`config.mk`:
```
export PLATFORM = sky130hd
export DESIGN_NAME = rgb_pwm_capture_flat
export DESIGN_NICKNAME = d
export VERILOG_FILES = /design/src/rtl/rgb_pwm_capture_if.sv /design/src/rtl/rgb_pwm_capture.sv /design/src/flat_wrapper.sv
export SDC_FILE = /design/constraint.sdc
export NUM_CORES = 1
export LEC_CHECK = 0
export ABC_AREA = 1
export ABC_CLOCK_PERIOD_IN_PS = 3500
export CAP_MARGIN = 20
export CORE_ASPECT_RATIO = 0.5
export CORE_MARGIN = 2
export CORE_UTILIZATION = 45
export DETAILED_ROUTE_END_ITERATION = 10
export GPL_TIMING_DRIVEN = 0
export PLACE_DENSITY = 0.74
export SYNTH_ARGS = -nofsm -noshare
export SYNTH_HDL_FRONTEND = slang
export SYNTH_SLANG_ARGS = --single-unit
```
`constraint.sdc`:
```
create_clock -name clk -period 3.5 [get_ports clk]
set_input_delay 0.525 -clock clk [delete_from_list [all_inputs] [get_ports clk]]
set_output_delay 0.525 -clock clk [all_outputs]
set_load 0.02 [all_outputs]
```
`src/rtl/rgb_pwm_capture_if.sv`:
```
// rgb_pwm_capture_if: the three PWM lines going into the capture block and
// the recovered per-channel high-times, valid flag and update strobe coming out.
interface rgb_pwm_capture_if;
   logic       R_in;
   logic       G_in;
   logic       B_in;
   logic [7:0] R_time_out;
   logic [7:0] G_time_out;
   logic [7:0] B_time_out;
   logic       valid;
   logic       update;

   modport master (
      output R_in, G_in, B_in,
      input  R_time_out, G_time_out, B_time_out, valid, update
   );

   modport slave (
      input  R_in, G_in, B_in,
      output R_time_out, G_time_out, B_time_out, valid, update
   );
endinterface

```
`src/rtl/rgb_pwm_capture.sv`:
```
// rgb_pwm_capture: measures the high-time of the R/G/B PWM lines over a
// free-running window of PERIOD cycles and publishes each channel's count
// once it has repeated for STABLE consecutive windows.
module rgb_pwm_capture #(
   parameter int PERIOD = 256,
   parameter int STABLE = 2
) (
   input logic              clk,
   input logic              rst,
   rgb_pwm_capture_if.slave pwm
);

   localparam int               WIN_W     = (PERIOD > 1) ? $clog2(PERIOD) : 1;
   localparam logic [WIN_W-1:0] WIN_LAST  = WIN_W'(PERIOD - 1);
   localparam logic [2:0]       AGREE_MAX = 3'(STABLE);

   // Channel index 0 = R, 1 = G, 2 = B throughout.
   logic [2:0]       pwm_raw;
   logic [2:0]       sync_1;
   logic [2:0]       sync_2;
   logic [WIN_W-1:0] win_cnt;
   logic             win_end;
   logic [8:0]       hi_cnt   [3];
   logic [8:0]       hi_next  [3];
   logic [7:0]       clamped  [3];
   logic [7:0]       last     [3];
   logic [2:0]       agree    [3];
   logic [7:0]       time_out [3];
   logic [2:0]       publish;
   logic [2:0]       changing;
   logic [2:0]       pub;
   logic             update_r;

   assign pwm_raw = {pwm.B_in, pwm.G_in, pwm.R_in};
   assign win_end = (win_cnt == WIN_LAST);

   // Two-flop synchronizer; the PWM lines may come from another clock domain.
   always_ff @(posedge clk or posedge rst) begin
      if (rst) begin
         sync_1 <= '0;
         sync_2 <= '0;
      end else begin
         sync_1 <= pwm_raw;
         sync_2 <= sync_1;
      end
   end

   // Shared free-running window counter; windows need no alignment to the PWM frame.
   always_ff @(posedge clk or posedge rst) begin
      if (rst) begin
         win_cnt <= '0;
      end else if (win_end) begin
         win_cnt <= '0;
      end else begin
         win_cnt <= win_cnt + 1'b1;
      end
   end

   // Running count including this cycle's sample, the clamp of a full-high window
   // to 255, and whether each channel is ready to (re)publish.
   always_comb begin
      publish  = '0;
      changing = '0;
      for (int i = 0; i < 3; i++) begin
         hi_next[i]  = hi_cnt[i] + {8'd0, sync_2[i]};
         clamped[i]  = hi_next[i][8] ? 8'hFF : hi_next[i][7:0];
         publish[i]  = (agree[i] == AGREE_MAX);
         changing[i] = publish[i] && (last[i] != time_out[i]);
      end
   end

   // High counting per window and the agreement tracker fed by each finished window.
   always_ff @(posedge clk or posedge rst) begin
      if (rst) begin
         for (int i = 0; i < 3; i++) begin
            hi_cnt[i] <= '0;
            last[i]   <= '0;
            agree[i]  <= '0;
         end
      end else begin
         for (int i = 0; i < 3; i++) begin
            if (win_end) begin
               hi_cnt[i] <= '0;
               if (clamped[i] == last[i]) begin
                  if (agree[i] < AGREE_MAX) begin
                     agree[i] <= agree[i] + 3'd1;
                  end
               end else begin
                  last[i]  <= clamped[i];
                  agree[i] <= 3'd1;
               end
            end else begin
               hi_cnt[i] <= hi_next[i];
            end
         end
      end
   end

   // Publish stable values; a republish of the same value neither changes the output nor pulses update.
   always_ff @(posedge clk or posedge rst) begin
      if (rst) begin
         for (int i = 0; i < 3; i++) begin
            time_out[i] <= '0;
         end
         pub      <= '0;
         update_r <= 1'b0;
      end else begin
         for (int i = 0; i < 3; i++) begin
            if (publish[i]) begin
               pub[i] <= 1'b1;
            end
            if (changing[i]) begin
               time_out[i] <= last[i];
            end
         end
         update_r <= |changing;
      end
   end

   assign pwm.R_time_out = time_out[0];
   assign pwm.G_time_out = time_out[1];
   assign pwm.B_time_out = time_out[2];
   assign pwm.valid      = &pub;
   assign pwm.update     = update_r;

endmodule

```
`src/flat_wrapper.sv`:
```
// flat-port wrapper written by rule: the top's interface ports become plain ports
module rgb_pwm_capture_flat 
#(
   parameter int PERIOD = 256,
   parameter int STABLE = 2
)
  (clk, rst, pwm_R_in, pwm_G_in, pwm_B_in, pwm_R_time_out, pwm_G_time_out, pwm_B_time_out, pwm_valid, pwm_update);
  rgb_pwm_capture_if pwm_i ();
  input logic clk;
  input logic rst;
  input wire logic [$bits(pwm_i.R_in)-1:0] pwm_R_in;
  input wire logic [$bits(pwm_i.G_in)-1:0] pwm_G_in;
  input wire logic [$bits(pwm_i.B_in)-1:0] pwm_B_in;
  output wire logic [$bits(pwm_i.R_time_out)-1:0] pwm_R_time_out;
  output wire logic [$bits(pwm_i.G_time_out)-1:0] pwm_G_time_out;
  output wire logic [$bits(pwm_i.B_time_out)-1:0] pwm_B_time_out;
  output wire logic [$bits(pwm_i.valid)-1:0] pwm_valid;
  output wire logic [$bits(pwm_i.update)-1:0] pwm_update;
  assign pwm_i.R_in = pwm_R_in;
  assign pwm_i.G_in = pwm_G_in;
  assign pwm_i.B_in = pwm_B_in;
  assign pwm_R_time_out = pwm_i.R_time_out;
  assign pwm_G_time_out = pwm_i.G_time_out;
  assign pwm_B_time_out = pwm_i.B_time_out;
  assign pwm_valid = pwm_i.valid;
  assign pwm_update = pwm_i.update;
  rgb_pwm_capture #(.PERIOD(PERIOD), .STABLE(STABLE)) u_core (.clk(clk), .rst(rst), .pwm(pwm_i));
endmodule
```
### Word level (Yosys, flattened, before mapping)

Cells that the tools add are included.

* flip-flop bits (word level): 102
* input bits: 5
* output and inout bits: 26
* logic and storage cells: 69

* $add $sub $neg: 7
* $lt $le $gt $ge: 3
* eq/ne operators: 13
* multiplexer cells: 13
* bitwise gates (word level): 3
* reduce and logical (&&, ||, !) cells: 11

Operator list (number)
* 8-bit 2-to-1 mux: 4
* 9-bit by 1-bit adder with 9-bit output: 3
* 9-bit 2-to-1 mux: 3
* 8-bit == test: 3
* 8-bit != test: 3
* 3-bit 2-to-1 mux: 6
* 2-bit AND reduction: 6
* 3-bit by 1-bit adder with 3-bit output (second input constant): 3
* 3-bit by 2-bit == test with 1-bit output (second input constant): 3
* 3-bit by 2-bit less-than comparator with 1-bit output (second input constant): 3
* 8-bit by 1-bit adder with 8-bit output (second input constant): 1
* 8-bit == test (second input constant): 1
* 2-bit != test (second input constant): 3
* 1-bit logical AND: 3
* 1-bit NOT: 3
* 3-bit AND reduction: 1
* 3-bit OR reduction: 1

### Longest topological paths before layout

Gate-level depths: netlist of run 1.

* word-level depth: 5
* depth in mapped cells: 18
* depth with buffers taken out: 16

### Least setup slack after synthesis of run 1

Ideal clock, no wire load.

* path kind: register to register
* start point: register u_core.hi_cnt[9] (netlist bit)
* end point: register u_core.agree[3] (netlist bit)
* setup time: 125 ps
* arrival: 1985 ps
* data required time: 3375 ps
* setup slack: 1390 ps
* cell stages (with the launch flop): 17
* buffers on the path: 2
* period minus slack after synthesis: 2110 ps
* cells stage by stage: dfrtp_1 ha_1 ha_1 nand2_2 nor2_4 nand2_1 nand2_2 nand2_4 buf_8 nand2_1 nand2_1 nand3_1 nor2_4 nand2_4 nand2_4 buf_12 nand3_1

* cells in the longest elaborated chain, start to end: 5
* elaborated cells on any way between the ends: 6
* those cells by class: add/sub (1); eq/ne (2); mux (2); reduce/logical (1)

RTL lines
* from (decl): RTL line rgb_pwm_capture.sv:23 `logic [8:0] hi_cnt [3];`
* from (signal, indexed assignment): RTL line rgb_pwm_capture.sv:93 `hi_cnt[i] <= hi_next[i];`
* 9-bit by 1-bit adder with 9-bit output (*): RTL line rgb_pwm_capture.sv:65 `hi_next[i] = hi_cnt[i] + {8'd0, sync_2[i]};`
* 8-bit 2-to-1 mux (*): RTL line rgb_pwm_capture.sv:66 `clamped[i] = hi_next[i][8] ? 8'hFF : hi_next[i][7:0];`
* 8-bit == test (*): RTL line rgb_pwm_capture.sv:84 `if (clamped[i] == last[i]) begin`
* 2-bit != test (no source line)
* 2-bit AND reduction (no source line)
* to (signal, indexed assignment): RTL line rgb_pwm_capture.sv:86 `agree[i] <= agree[i] + 3'd1;`
* to (decl): RTL line rgb_pwm_capture.sv:27 `logic [2:0] agree [3];`

Mark *: on every way between the ends. The rest lies on a longest branch, timed or not.
A chain may end at the register's enable or synchronous reset.

### Final worst setup path of run 1

* start point: register u_core.sync_2[0]
* end point: register u_core.agree[6] (netlist bit)

* cells in the longest elaborated chain, start to end: 5
* elaborated cells on any way between the ends: 6
* those cells by class: add/sub (1); eq/ne (2); mux (2); reduce/logical (1)

RTL lines
* from (decl): RTL line rgb_pwm_capture.sv:20 `logic [2:0] sync_2;`
* from (signal assigned): RTL line rgb_pwm_capture.sv:44 `sync_2 <= sync_1;`
* 9-bit by 1-bit adder with 9-bit output (*): RTL line rgb_pwm_capture.sv:65
* 8-bit 2-to-1 mux (*): RTL line rgb_pwm_capture.sv:66
* 8-bit == test (*): RTL line rgb_pwm_capture.sv:84
* 2-bit != test (no source line)
* 2-bit AND reduction (no source line)

Marks and branches as above.

==> flow_metrics.tcl, run 1 <==
set metrics [dict create \
    crit_required_ns 3.73 \
    antenna_found_initial 0 \
    gp_congestion 0.843 \
    tightest_slew_ns 0.750 \
    area_delta_synth_final_pct 14.8 \
    drv_cap 0 \
    fmaxAchievable_ghz 0.404 \
    synthTopCellsByArea "dfrtp_1, nand2_1, nand3_1" \
    p_leak_nw 3.18 \
    post_cts_buffers 0 \
    drv_slew 0 \
    cts_tree "done" \
    syn_area_um2 5540 \
    clockBufferDepth 2 \
    fin_crit_ns 2.47 \
    register_area_um2 2550 \
    wirelength_um 12100 \
    core_um2 11900 \
    min_from "u_core.sync_1[0]$_DFF_PP0_" \
    path_class "register to register" \
    synth_top_cell_by_area "dfrtp_1" \
    dieArea_um2 13300 \
    grt_usage_pct 19.9 \
    fp.dieH_um 82.4 \
    viasPerCell 5.05 \
    clk_latency_ns 0.35 \
    rsz0062_at_grt "false" \
    first_iter_violations 294 \
    synth.distinct_cells 30 \
    fin_nets 750 \
    num_rows 28 \
    final_common_cell "nand2_1" \
    hp-class "register to register" \
    final_cell_area_um2 6360 \
    final_cell_mix "nand2_1, dfrtp_1, nand3_1" \
    vdd_drop_max_uv 301 \
    seq_area_frac_synth_pct 46.1 \
    dieWidth_um 161 \
    crit_path_max_fanout 10 \
    drive_gt1_share_pct 12.6 \
    drt-wirelength-per-cell_um 13.4 \
    ctsResizeCount 0 \
    nFillCells 1081 \
    firstDrtPassIters 5 \
    hold-worst-slack_ns 0.350 \
    hold_viol 0 \
    grt_max_degree 64 \
    synth-seq-cells 102 \
    yosysWarningCount 0 \
    finish.utilization_pct 53.4 \
    startpoint "u_core.sync_2[0]$_DFF_PP0_" \
    start_kind "register" \
    numPortBuffers 30 \
    cts_sinks 102 \
    path_clk_slew_ns 0.06 \
    placed_area_um2 6070 \
    rr_startpoint "u_core.sync_2[0]$_DFF_PP0_" \
    relSlewSlack_pct 49.7 \
    cp_data_arrival_time_ns 2.70 \
    syn_nets 708 \
    multi_input_area_um2 2570 \
    grt_pass1_vias 4369 \
    start_util_pct 46.5 \
    htreeDepth 3 \
    hpwl_um 8620 \
    postSynthAreaPerCell_um2 8.03 \
    ios 31 \
    clock-root-buffer "clkbuf_16" \
    ant_nets 0 \
    drc_errors 0 \
    numCtsBuffers 9 \
    cp-end-kind "register" \
    powerDensity_nw_per_um2 552 \
    grt_pass1_wl_um 20700 \
    hold_buffers 0 \
    setup_violations 0 \
    skew_ns 0.00896 \
    overflow 0 \
    rrSetupSlack_ns 1.03 \
    synth_top_area_share_pct 46.1 \
    vias 4552 \
    finalCritPeriodShare_pct 70.6 \
    status "finished, final reports clean" \
    netlist_instances 690 \
    antennaDiodeCount 0 \
]
cell families after synthesis:
kind of cell	after synthesis	share of synthesized area (%)
simple gates	427	36.4
flops	102	46.1
buf+inv	91	7.55
compound gates	38	4.02
xor+xnor	19	3.00
fa+ha+maj	13	2.94
synthesized netlist by cell type, drive strengths merged:
master / n
ha: 13
a21oi: 4
xor2: 8
nand2: 237
nand3: 85
xnor2: 11
nand4: 21
dfrtp: 102
nor3: 6
or2: 18
inv: 73
nor3b: 1
clkbuf: 3
buf: 15
o31ai: 3
o21bai: 4
nor2: 59
o21ai: 27
power breakdown:
group / leakage (nW) / internal [W] / switching, W
clock network: 0.137 / 0.000554 / 0.000444
registers: 1.36 / 0.00131 / 0.000104
logic: 1.68 / 0.000386 / 0.000717
worst max-delay path, stage by stage (launching register included):
cell and delay, ns:
dfrtp_1 0.38, ha_1 0.24, ha_1 0.27, nand2_2 0.11, nor2_4 0.04, nand2_1 0.07, nand2_1 0.07, nand2_2 0.13
buf_6 0.16, nand3_1 0.07, nand2_1 0.08, nand3_1 0.10, nor2_4 0.17, nand2_4 0.12, nand2_2 0.10, buf_6 0.15
nand3_1 0.08
flip-flops by register name, summed over array words and instances (netlist names):
name,cells
u_core.hi_cnt,27
u_core.last,24
u_core.agree,9
u_core.pwm.B_time_out,8
u_core.pwm.G_time_out,8
u_core.pwm.R_time_out,8
u_core.win_cnt,8
u_core.pub,3
u_core.sync_1,3
u_core.sync_2,3
u_core.pwm.update,1
final cells by class:
type	count	share of cell area, %
well taps	165	3.25
plain buffers	18	2.26
clock buffers	12	3.72
inverters	73	4.35
flip-flops and latches	102	40.1
multi-input cells	497	40.4
repair buffers	31	5.16
clock inverters	4	0.748
per-stage QoR:
stage	TNS, ns	std cells	total power (W)	worst slack (ns)
5_1_grt	0	902	0.00374	0.821
6_report	0	902	0.00351	1.03
3_5_place_dp	0	886	0.00252	1.09
2_1_floorplan	0	690	0.00231	0.300
3_3_place_gp	-132.26	885	0.00248	-1.30
4_1_cts	0	902	0.00351	1.05
final timing paths:
kind | depth (start not counted) | to
min | 0 | u_core.sync_2[0]$_DFF_PP0_
max reg2reg | 16 | u_core.agree[6]$_DFFE_PP0P_
min reg2reg | 0 | u_core.sync_2[0]$_DFF_PP0_
max in group asynchronous | 3 | u_core.hi_cnt[18]$_DFF_PP0_
min in group asynchronous | 2 | u_core.pwm.G_time_out[1]$_DFFE_PP0P_
max | 16 | u_core.agree[6]$_DFFE_PP0P_
metal layers:
layer  part of all wire [%]  wire length (um)  up-vias  track usage [%]
li1                       -                 -     2276                -
met1                     49              5960     2166             26.5
met2                     45              5430       97             33.0
met3                    4.1               492       13             4.50
met4                    1.5               182        0             6.34
met5                      0                 0        -                0
(Power assumes the default switching activity.)
==> run 2, diff against run 1 <==
- ABC_CLOCK_PERIOD_IN_PS: 3500 -> 2590
- clock period: 3.5 -> 2.59 ns (I/O delays scaled with it)
==> flow_metrics.tcl, run 2 (synthesis gave the netlist of run 1 again) <==
set metrics [dict create \
    status "finished, final reports clean" \
    path_delay_family "simple AND/OR/NAND/NOR gates" \
    path_class "register to register" \
    cts_tree "done" \
    largest_register_ffs 27 \
    drive_gt1_share_pct 13.1 \
    path_cells "ha_2 -> ha_2 -> nand2_2 -> nor2_4 -> nand3_1 -> nand2_2 -> buf_6 -> nand3_1 -> nand2_1 -> nand2_1 -> nor2_4 -> nand2_4 -> nand2_2 -> buf_6 -> nand3_1" \
    fin_crit_ns 2.41 \
    firstDrtPassIters 4 \
    wirelength_um 11700 \
    htreeDepth 3 \
    setup_violations 0 \
    p_leak_nw 3.18 \
    relSlewSlack_pct 55.0 \
    grt_pass1_vias 4257 \
    fin_nets 751 \
    cp_data_arrival_time_ns 2.63 \
    crit_path_max_fanout 10 \
    dieWidth_um 161 \
    start_util_pct 46.5 \
    clk_latency_ns 0.35 \
    clockBufferDepth 2 \
    viasPerCell 5.04 \
    post_cts_buffers 0 \
    final_cell_mix "nand2_1, dfrtp_1, nand3_1" \
    finish.utilization_pct 53.7 \
    vias 4555 \
    rsz0062_at_grt "false" \
    dieArea_um2 13300 \
    numPortBuffers 30 \
    skew_ns 0.00774 \
    start_kind "register" \
    final_cell_area_um2 6400 \
    antennaDiodeCount 0 \
    drv_slew 0 \
    slowest_stage "dfrtp_1" \
    fp.dieH_um 82.4 \
    ant_nets 0 \
    hpwl_um 8650 \
    drt-wirelength-per-cell_um 13.0 \
    vdd_drop_max_uv 357 \
    crit_required_ns 2.81 \
    cp-end-kind "register" \
    antenna_found_initial 0 \
    drc_errors 0 \
    clock-root-buffer "clkbuf_16" \
    overflow 0 \
    ios 31 \
    fmaxAchievable_ghz 0.416 \
    gp_congestion 0.850 \
    placed_area_um2 6090 \
    drv_cap 0 \
    reg_top3 "u_core.hi_cnt x27, u_core.last x24, u_core.agree x9" \
    regMostFlops "u_core.hi_cnt" \
    crit_buf_inv 2 \
    core_um2 11900 \
    cts_sinks 102 \
    grt_pass1_wl_um 20400 \
    grt_max_degree 41 \
    hold-worst-slack_ns 0.343 \
    hp-class "register to register" \
    path_clk_slew_ns 0.07 \
    tightest_slew_ns 0.670 \
    first_iter_violations 258 \
    final_common_cell "nand2_1" \
    grt_usage_pct 19.4 \
    numCtsBuffers 9 \
    area_delta_synth_final_pct 15.5 \
    num_rows 28 \
    max_stage_delay_ns 0.36 \
    powerDensity_nw_per_um2 747 \
    hold_viol 0 \
    finalCritPeriodShare_pct 92.9 \
]
## run 2: final cells by class
cell class	instances	area (um^2)
buffer	18	144
clock buffer	13	260
clock inverter	3	42.5
fill	1112	5520
inverter	73	278
multi-input combinational	497	2570
sequential	102	2550
tap	165	206
timing repair buffer	32	340
## run 2: path summary, 6_finish.rpt
path                       slack (ns)  depth (start not counted)                          end                        from
min in group asynchronous        0.48                          2   u_core.sync_2[1]$_DFF_PP0_                         rst
hold / removal                   0.34                          0   u_core.sync_2[0]$_DFF_PP0_  u_core.sync_1[0]$_DFF_PP0_
setup / recovery                 0.18                         15  u_core.agree[6]$_DFFE_PP0P_  u_core.sync_2[0]$_DFF_PP0_
hold reg to reg                  0.34                          0   u_core.sync_2[0]$_DFF_PP0_  u_core.sync_1[0]$_DFF_PP0_
max in group asynchronous        1.50                          3  u_core.last[15]$_DFFE_PP0P_                         rst
setup reg to reg                 0.18                         15  u_core.agree[6]$_DFFE_PP0P_  u_core.sync_2[0]$_DFF_PP0_
## run 2: timing repair
action	in CTS	in global routing
gates resized for setup	0	2
hold endpoints to repair	0	0
endpoints found under the setup margin	0	10
hold buffers	0	0
## run 2: metal layers
| metal | track usage [%] | vias to the layer above | routed length (um) |
|---|---|---|---|
| met2 | 31.7 | 68 | 5230 |
| li1 | - | 2282 | - |
| met4 | 5.71 | 0 | 153 |
| met1 | 26.8 | 2191 | 5920 |
| met5 | 0 | - | 0 |
| met3 | 3.85 | 14 | 446 |
## run 2: power by group
group	internal (W)	switching, W
clock	0.000802	0.000580
combinational	0.000526	0.000966
sequential	0.00177	0.000137
## run 2: stage by stage
step                      power [W]  setup TNS (ns)  std cells  worst slack [ns]
after floorplan             0.00312               0        690             0.480
after detailed placement    0.00341               0        887             0.169
after global placement      0.00335           -9.94        885            -0.102
after CTS                   0.00480               0        903             0.120
final                       0.00478               0        903             0.184
after global routing        0.00510               0        903           0.00175
==> run 3, diff against run 2 <==
- CAP_MARGIN: 20 -> not set
- TNS_END_PERCENT: not set -> 5
==> flow_metrics.tcl, run 3 (synthesis gave the netlist of run 1 again) <==
set metrics [dict create \
    skew_ns 0.00620 \
    num_rows 28 \
    grt_pass1_vias 4273 \
    rsz0062_at_grt "false" \
    vias 4518 \
    antenna_found_initial 0 \
    drc_errors 0 \
    finalCritPeriodShare_pct 92.3 \
    cp_data_arrival_time_ns 2.61 \
    grt_pass1_wl_um 20200 \
    overflow 0 \
    hold_viol 0 \
    grt_max_degree 41 \
    largest_register_ffs 27 \
    cts_sinks 102 \
    max_stage_delay_ns 0.33 \
    nFillCells 1132 \
    drv_cap 0 \
    dieWidth_um 161 \
    reg_top3 "u_core.hi_cnt x27, u_core.last x24, u_core.agree x9" \
    gp_congestion 0.850 \
    firstDrtPassIters 5 \
    path_clk_slew_ns 0.06 \
    fp.dieH_um 82.4 \
    clock-root-buffer "clkbuf_16" \
    vdd_drop_max_uv 330 \
    hold_buffers 0 \
    cts_tree "done" \
    path_class "register to register" \
    slowest_stage "dfrtp_1" \
    final_cell_mix "nand2_1, dfrtp_1, nand3_1" \
    fin_nets 751 \
    relSlewSlack_pct 53.7 \
    setup_violations 0 \
    core_um2 11900 \
    dp.cells 887 \
    power_w 0.00471 \
    fmaxAchievable_ghz 0.418 \
    start_util_pct 46.5 \
    hpwl_um 8620 \
    hold-worst-slack_ns 0.344 \
    tightest_slew_ns 0.691 \
    cp_common_cell "nand3_1" \
    first_iter_violations 272 \
    crit_required_ns 2.81 \
    ios 31 \
    ctsResizeCount 0 \
    start_kind "register" \
    p_leak_nw 3.18 \
    antennaDiodeCount 0 \
    final_common_cell "nand2_1" \
    htreeDepth 3 \
    drv_slew 0 \
    dieArea_um2 13300 \
    cp-end-kind "register" \
    clk_latency_ns 0.34 \
    area_delta_synth_final_pct 15.0 \
    fin_cells 900 \
    regMostFlops "u_core.hi_cnt" \
    drt-wirelength-per-cell_um 13.0 \
    clockBufferDepth 2 \
    numPortBuffers 30 \
    drive_gt1_share_pct 12.9 \
    crit_path_max_fanout 10 \
    path_cells "ha_1 -> ha_1 -> nand2_2 -> nor2_4 -> nand3_1 -> nand2_2 -> buf_6 -> nand3_1 -> nand2_1 -> nand2_1 -> nor2_4 -> nand2_4 -> nand2_4 -> buf_6 -> nand3_1" \
    fin_crit_ns 2.39 \
    viasPerCell 5.02 \
    finish.utilization_pct 53.5 \
    numCtsBuffers 9 \
    powerDensity_nw_per_um2 739 \
    grt_usage_pct 19.2 \
    ant_nets 0 \
    wirelength_um 11700 \
    status "finished, final reports clean" \
    hp-class "register to register" \
    post_cts_buffers 0 \
    setup_tns_ns 0 \
]
-- run 3: cell count changes in the layout (fill, tap and decap cells not counted) --
cell and delta:
clkbuf_1 -1, clkinvlp_4 -1, clkbuf_8 -1
-- run 3: through the flow --
| stage | setup slack, ns | area (um^2) |
|---|---|---|
| floorplan | 0.480 | 5540 |
| global placement | -0.102 | 6050 |
| detailed placement | 0.171 | 6090 |
| CTS | 0.145 | 6370 |
| global route | 0.00461 | 6370 |
| finish | 0.199 | 6370 |
-- run 3: worst paths after layout --
kind | start | to | slack, ns | depth (start not counted)
hold / removal | u_core.sync_1[0]$_DFF_PP0_ | u_core.sync_2[0]$_DFF_PP0_ | 0.34 | 0
max in group asynchronous | rst | u_core.hi_cnt[19]$_DFF_PP0_ | 1.50 | 3
setup reg to reg | u_core.hi_cnt[0]$_DFF_PP0_ | u_core.agree[0]$_DFFE_PP0P_ | 0.20 | 15
setup / recovery | u_core.hi_cnt[0]$_DFF_PP0_ | u_core.agree[0]$_DFFE_PP0P_ | 0.20 | 15
hold reg to reg | u_core.sync_1[0]$_DFF_PP0_ | u_core.sync_2[0]$_DFF_PP0_ | 0.34 | 0
min in group asynchronous | rst | u_core.pwm.G_time_out[1]$_DFFE_PP0P_ | 0.48 | 2
-- run 3: worst max-delay path: cells and delay by family, from the launching register on --
family | cells | cell delay, ns
fa+ha+maj | 2 | 0.47
flops | 1 | 0.33
buf+inv | 2 | 0.30
simple gates | 11 | 1.19
-- run 3: where the power goes --
group | leakage, nW | total, W | switching [W] | internal [W]
Clock | 0.137 | 0.00131 | 0.000554 | 0.000758
Sequential | 1.36 | 0.00191 | 0.000139 | 0.00177
Combinational | 1.68 | 0.00149 | 0.000962 | 0.000527
Total | 3.18 | 0.00471 | 0.00166 | 0.00305
-- run 3: cell type report --
cell class	instances	area (um^2)	area share (%)
flip-flops and latches	102	2550	40.1
repair buffers	32	340	5.34
clock buffers	11	243	3.81
inverters	73	278	4.36
multi-input cells	497	2570	40.4
clock inverters	2	35.0	0.550
plain buffers	18	144	2.26
well taps	165	206	3.24
-- run 3: routing by layer --
metal	up-vias	wire [um]	GRT usage, %
li1	2276	-	-
met1	2153	5810	25.9
met2	75	5290	32.0
met3	14	451	3.85
met4	0	138	5.54
met5	-	0	0
